$ cat src/rtl/counter_4bit.sv
// Dual 4-bit free-running counter: up-count from 0, down-count from F.
// Both advance every rising edge; cnt_one tracks ~cnt_zero.
module counter_4bit (
  input  logic       clk,
  input  logic       reset,
  output logic [3:0] cnt_zero,
  output logic [3:0] cnt_one
);

  always_ff @(posedge clk or negedge reset) begin
    if (!reset) begin
      cnt_zero <= 4'h0;
      cnt_one  <= 4'hF;
    end else begin
      cnt_zero <= cnt_zero + 4'd1;
      cnt_one  <= cnt_one - 4'd1;
    end
  end

endmodule

$ cat config.mk
export PLATFORM = sky130hd
export DESIGN_NAME = counter_4bit
export DESIGN_NICKNAME = d
export VERILOG_FILES = /design/src/rtl/counter_4bit.sv
export SDC_FILE = /design/constraint.sdc
export NUM_CORES = 1
export LEC_CHECK = 0
export ABC_CLOCK_PERIOD_IN_PS = 1400
export CAP_MARGIN = 20
export CORE_AREA = 2 2 39 41
export DETAILED_ROUTE_END_ITERATION = 10
export DIE_AREA = 0 0 41 43
export GPL_ROUTABILITY_DRIVEN = 1
export HOLD_SLACK_MARGIN = 0.12
export SLEW_MARGIN = 25
export SYNTH_ARGS = -nofsm -noshare
export SYNTH_HDL_FRONTEND = slang
export SYNTH_SLANG_ARGS = --single-unit
$ cat constraint.sdc
create_clock -name clk -period 1.4 [get_ports clk]
set_input_delay 0.28 -clock clk [delete_from_list [all_inputs] [get_ports clk]]
set_output_delay 0.28 -clock clk [all_outputs]
set_load 0.05 [all_outputs]
==> impl_results.md, run 1 <==
- Status: finished clean
- Worst Max-Slew Pin Slew: between 0.3 and 0.4 ns
- Wire length on met3: between 50 and 60 um
- Reg2reg path depth: 3
- CP endpoint: cnt_one[2]
- Post-Syn Area per Cell: 14.8 sq um
- Layout area overhead: 72.0%
- FF-to-FF setup slack: about 0.35 ns
- Largest net degree at the start of global routing: 9
- Reg clk slew, reported paths: 0.05 ns
- Yosys warning count: 0
- Cell accounting for the most synthesized area: dfstp_2
- CP required: between 1 and 1.5 ns
- DIE HEIGHT: approximately 43 um
- Place WS: ~0.35 ns
- Pins Over Slew Limit: 0
- Register area share after synthesis: 0.695
- Critical path arrival: 0.98 ns
- Die Span X: 41 um
- Nets: 38
- Core area: ~1400 sq um
- Setup crit start kind: flop
- Mapped Cells: 20
- Met2 WL: 320 um
- Initial Utilization: 0.213
- CTS tree: done
- Post-DR wirelength/cell: 12.3 um
- Root Buffer: clkbuf_4
- Post-Synthesis Cell Area: ~300 sq um
- Post-cts resize count: 0
- Ant. Diodes: 0
- Min-Delay Path Class: in -> async
- Crit. End Element: output port
- Top routing layer used: met3
- Worst Path Class, Setup: reg -> out
- FF-to-FF End: cnt_one[2]$_DFF_PN1_
- Worst setup path startpoint: cnt_one[2]$_DFF_PN1_
- Number of DRC markers in iteration 0: 3
- Final setup fails: 0
- Finished Core Util: 0.367
- Boundary Pins: 10
- Synth area leaders: dfstp_2, dfrtp_1, xor2_1, ha_1, inv_1
- Vias/cell: 4.02
- Die area: roughly 1800 sq um
- RSZ-0062 raised after global routing: false
- Buffers on Ports: 9
- GR Util All Layers: 0.101
- Final min period: between 1 and 1.5 ns
- Maximum buffer depth of the clock tree: 2
- WHS: between 0.3 and 0.4 ns
- Initial antenna violation count: 0
- Slowest cell on crit path: dfstp_2
- Cell Rows: 14
- Post-Route WL: 591 um
- Hold Vio Cnt, Final: 0
- Yosys top cell area share: 0.356
- FF-to-FF Start: cnt_one[0]$_DFF_PN1_
- Vias: 193
- Distinct cells, synth: 8
- Syn_nets: 24
- Highest clock rate: a little under 800 MHz
- Leakage: 0.254 nW
- CP delay by family, top: flip-flops
- GR Overflow Total: 0
- Worst path depth: 1
- H-tree depth: 1
- TritonRoute pass-1 iters: 2
- Peak supply drop: between 0.3 and 0.4 mV
- Power density cells: between 800 and 900 nW/um^2
- Slew headroom: 0.766
- Share of post-route cells with drive strength above 1: 0.500
- Maxcap violations: 0
- Final Total Pwr: 410 uW
- Clock latency on the worst-skew pair: ~0.25 ns
- Setup TNS: 0 ns
- Crit-path cells: buf_12
- Fillers: 137
- Post-CTS Setup Bufs: 0
- Met1 wire length: approximately 220 um
- Clock Sinks: 8
- WP buf/inv: 1
- # DRC: 0
- Tcrit/Tclk final: 0.898
- Hold-fix buffers at CTS: 0
- CP max FO: 3
- Fin worst setup slack: ~0.14 ns
- Max incr delay on CP: between 0.5 and 0.6 ns
- #FFs+latches synth: 8
- First-pass GRT wire length: about 1100 um
- Clock skew: about 0.0021 ns
- Vias in the first global route: around 240
- TritonCTS Buffers: 3
- Antenna Nets Post-Route: 0
- Global placement routability congestion: 0.554
-- stage by stage --
step           cells  cell area, sq um
3_3_place_gp      45               485
5_1_grt           48               508
2_1_floorplan     20               295
4_1_cts           48               508
6_report          48               508
3_5_place_dp      45               485
-- how the worst min path moves through the flow --
stage	startpoint	end	slack [ns]	cells past startpoint
after floorplan	reset	cnt_zero[0]$_DFF_PN0_	-0.02	0
after global placement	cnt_one[0]$_DFF_PN1_	cnt_one[0]$_DFF_PN1_	0.48	1
after detailed placement	cnt_one[0]$_DFF_PN1_	cnt_one[0]$_DFF_PN1_	0.49	1
after CTS	reset	cnt_zero[0]$_DFF_PN0_	0.30	1
after global routing	reset	cnt_zero[3]$_DFF_PN0_	0.30	1
final	reset	cnt_zero[3]$_DFF_PN0_	0.30	1
-- state kept, by name, indices dropped and copies added, names as in the netlist --
| name | cells |
|---|---|
| cnt_one | 4 |
| cnt_zero | 4 |
-- cell usage after synthesis --
cell type,n
nand3_1,1
dfrtp_1,4
ha_1,2
xnor2_1,1
nor3_2,1
inv_1,4
dfstp_2,4
xor2_1,3
-- layer usage --
| layer | track usage | up-vias |
|---|---|---|
| met4 | 0.0600 | 0 |
| met3 | 0.0733 | 0 |
| met1 | 0.105 | 97 |
| met2 | 0.141 | 12 |
| li1 | - | 84 |
| met5 | 0 | - |
-- final cells by class --
type                       count  area [sq um]  area share
inverter                       4          15.0      0.0296
multi-input combinational      8          75.1       0.148
clock buffer                   3          22.5      0.0443
sequential                     8           205       0.404
tap                           16          20.0      0.0394
timing repair buffer           9           170       0.335
-- placed cells by master (no fill, tap or decap), drive strengths merged --
cell type	instances
inv	4
xor2	3
ha	2
xnor2	1
nor3	1
clkdlybuf4s50	1
nand3	1
clkbuf	3
buf	8
dfstp	4
dfrtp	4
-- report_power, final --
group	leakage [nW]	switching, mW	internal (mW)
combinational	0.147	0.00415	0.00247
clock	0.0138	0.0733	0.0978
sequential	0.0935	0	0.232
total	0.254	0.0775	0.332
-- logic make-up (layout without fill, tap and decap cells) --
kind of cell	after synthesis	count (layout)	synth area share
buf+inv	4	16	0.0508
fa+ha+maj	2	2	0.0847
flops	8	8	0.695
xor+xnor	4	4	0.119
simple gates	2	2	0.0508
Note: power is estimated with default switching activity, not from simulation.
==> run 2, diff against run 1 <==
- DONT_BUFFER_PORTS: not set -> 1
==> impl_results.md, run 2 (synthesized netlist as in run 1, its figures left out) <==
- Pins Over Slew Limit: 0 (unchanged)
- Buffers on Ports: 0 (was 9)
- Largest net degree at the start of global routing: 9 (unchanged)
- Leading registers by flop count: cnt_one x4, cnt_zero x4 (unchanged)
- GR Util met3: 0.0942 (was 0.0733)
- Finished Core Util: 0.281 (was 0.367)
- Highest clock rate: 784 MHz (was 795 MHz)
- Layout area overhead: 31.8% (was 72.0%)
- Post-Route WL: 585 um (was 591 um)
- Setup crit start kind: flop (unchanged)
- Core area: 1380 sq um (unchanged)
- Antenna Nets Post-Route: 0 (unchanged)
- Maxcap violations: 0 (unchanged)
- GR Overflow Total: 0 (unchanged)
- Setup TNS: 0 ns (unchanged)
- Tcrit/Tclk final: 0.911 (was 0.898)
- Critical path arrival: 1.00 ns (was 0.98 ns)
- CTS tree: done (unchanged)
- CP required: 1.12 ns (about the same)
- Register area: 205 sq um (unchanged)
- Reg clk slew, reported paths: 0.06 ns (was 0.05 ns)
- Initial Utilization: 0.213 (unchanged)
- Die Span X: 41 um (unchanged)
- Grt peak-use layer: met2 (unchanged)
- Clock Sinks: 8 (unchanged)
- Commonest cells after routing, fill and taps aside: buf_4, inv_1, dfstp_2, dfrtp_1 (was buf_12, inv_1, dfstp_2, dfrtp_1)
- TritonRoute pass-1 iters: 1 (was 2)
- Int Pwr: 343 uW (was 332 uW)
- Cell Rows: 14 (unchanged)
- Power density cells: 1090 nW/um^2 (was 807 nW/um^2)
- Crit. End Element: output port (unchanged)
- Switch Pwr: 80.8 uW (was 77.5 uW)
- Vias: 180 (was 193)
- Multi-input combinational cell area: 75.1 sq um (unchanged)
- Post-DR wirelength/cell: 12.7 um (was 12.3 um)
- Max incr delay on CP: 0.55 ns (was 0.58 ns)
- Logic pwr share: 0.014 (was 0.016)
- Slowest cell on crit path: dfstp_2 (unchanged)
- Initial antenna violation count: 0 (unchanged)
- Root Buffer: clkbuf_4 (unchanged)
- Vias/cell: 3.91 (was 4.02)
- Boundary Pins: 10 (unchanged)
- Fillers: 153 (was 137)
- GR Util All Layers: 0.0848 (was 0.101)
- Leakage: 0.201 nW (was 0.254 nW)
- WP buf/inv: 1 (unchanged)
- Final min period: 1.28 ns (was 1.26 ns)
- Worst Path Class, Setup: reg -> out (unchanged)
- Share of post-route cells with drive strength above 1: 0.433 (was 0.500)
- Post-cts resize count: 0 (unchanged)
- Status: finished clean (unchanged)
- RSZ-0062 raised after global routing: false (unchanged)
- Switching Fraction: 0.191 (was 0.189)
- DP HPWL: 460 um
- TritonCTS Buffers: 3 (unchanged)
- CP delay by family, top: flip-flops (unchanged)
- Final setup fails: 0 (unchanged)
- Die area: 1760 sq um (unchanged)
- Clock Power Share: 0.438 (was 0.417)
- Slew headroom: 0.667 (was 0.766)
- Clock latency on the worst-skew pair: 0.25 ns (about the same)
- Met1 usage: 0.0393 (was 0.105)
- Sequential share of power: 0.548 (was 0.566)
- Clock skew: 0.000192 ns (was 0.00211 ns)
- Peak supply drop: 0.341 mV (was 0.370 mV)
- Post-CTS Setup Bufs: 0 (unchanged)
- Min-Delay Path Class: in -> async (unchanged)
- FF-to-FF setup slack: 0.35 ns (about the same)
- Vias in the first global route: 235 (was 241)
- Commonest non-fill, non-tap cell in the layout: buf_4 (was buf_12)
- CP max FO: 3 (unchanged)
- # DRC: 0 (unchanged)
- Hold Vio Cnt, Final: 0 (unchanged)
- Crit-path cells: buf_4 (was buf_12)
- Maximum buffer depth of the clock tree: 2 (unchanged)
- Global placement routability congestion: 0.598 (was 0.554)
- Worst Max-Slew Pin Slew: 0.500 ns (was 0.351 ns)
- DIE HEIGHT: 43 um (unchanged)
- Number of DRC markers in iteration 0: 0 (was 3)
- First-pass GRT wire length: 890 um (was 1080 um)
- H-tree depth: 1 (unchanged)
- GR Util met2: 0.159 (was 0.141)
- Nets: 35 (was 38)
- Ant. Diodes: 0 (unchanged)
## run 2: cell types whose count changed in the layout (fill, tap and decap cells not counted)
cell,previous run,this run
clkbuf_1,0,1
buf_12,8,0
dlygate4sd3_1,0,1
buf_4,0,5
clkdlybuf4s50_1,1,0
## run 2: final timing paths
kind,start,end,depth (start not counted)
hold reg to reg,cnt_one[0]$_DFF_PN1_,cnt_one[0]$_DFF_PN1_,1
max in group asynchronous,reset,cnt_one[1]$_DFF_PN1_,1
setup / recovery,cnt_one[1]$_DFF_PN1_,cnt_one[1],1
hold / removal,reset,cnt_zero[3]$_DFF_PN0_,1
setup reg to reg,cnt_one[2]$_DFF_PN1_,cnt_one[3]$_DFF_PN1_,2
min in group clk,cnt_one[0]$_DFF_PN1_,cnt_one[0]$_DFF_PN1_,1
## run 2: routing by layer
metal | routed length [um] | vias up
met3 | 80 | 0
met1 | 158 | 89
met4 | 0 | 0
met5 | 0 | -
li1 | - | 79
met2 | 346 | 12
## run 2: cell type report
| class | count | share of cell area |
|---|---|---|
| repair buffers | 6 | 0.122 |
| well taps | 16 | 0.0514 |
| inverters | 4 | 0.0386 |
| multi-input cells | 8 | 0.193 |
| flip-flops and latches | 8 | 0.527 |
| clock buffers | 4 | 0.0675 |
## run 2: power groups by stage
stage          Clock, mW  Sequential [mW]  Combinational (mW)
2_1_floorplan          0            0.236        0.0000000652
3_3_place_gp           0            0.236        0.0000000885
3_5_place_dp           0            0.236        0.0000000885
4_1_cts            0.192            0.232             0.00650
5_1_grt            0.211            0.232             0.00702
6_report           0.186            0.232             0.00607
## run 2: timing repair
item                                    in CTS  in global routing
hold buffers                                 1                  0
hold endpoints to repair                     8                  0
endpoints found under the setup margin       0                  0
## run 2: through the flow
| step | worst slack [ns] | std cells | hold WS [ns] | cell area (sq um) | total power, mW |
|---|---|---|---|---|---|
| detailed placement | 0.351 | 41 | -0.0152 | 353 | 0.236 |
| global placement | 0.379 | 41 | -0.0153 | 353 | 0.236 |
| CTS | 0.110 | 46 | 0.379 | 389 | 0.430 |
| global route | 0.0804 | 46 | 0.384 | 389 | 0.450 |
| finish | 0.124 | 46 | 0.372 | 389 | 0.424 |
| floorplan | 0.193 | 20 | -0.0156 | 295 | 0.236 |
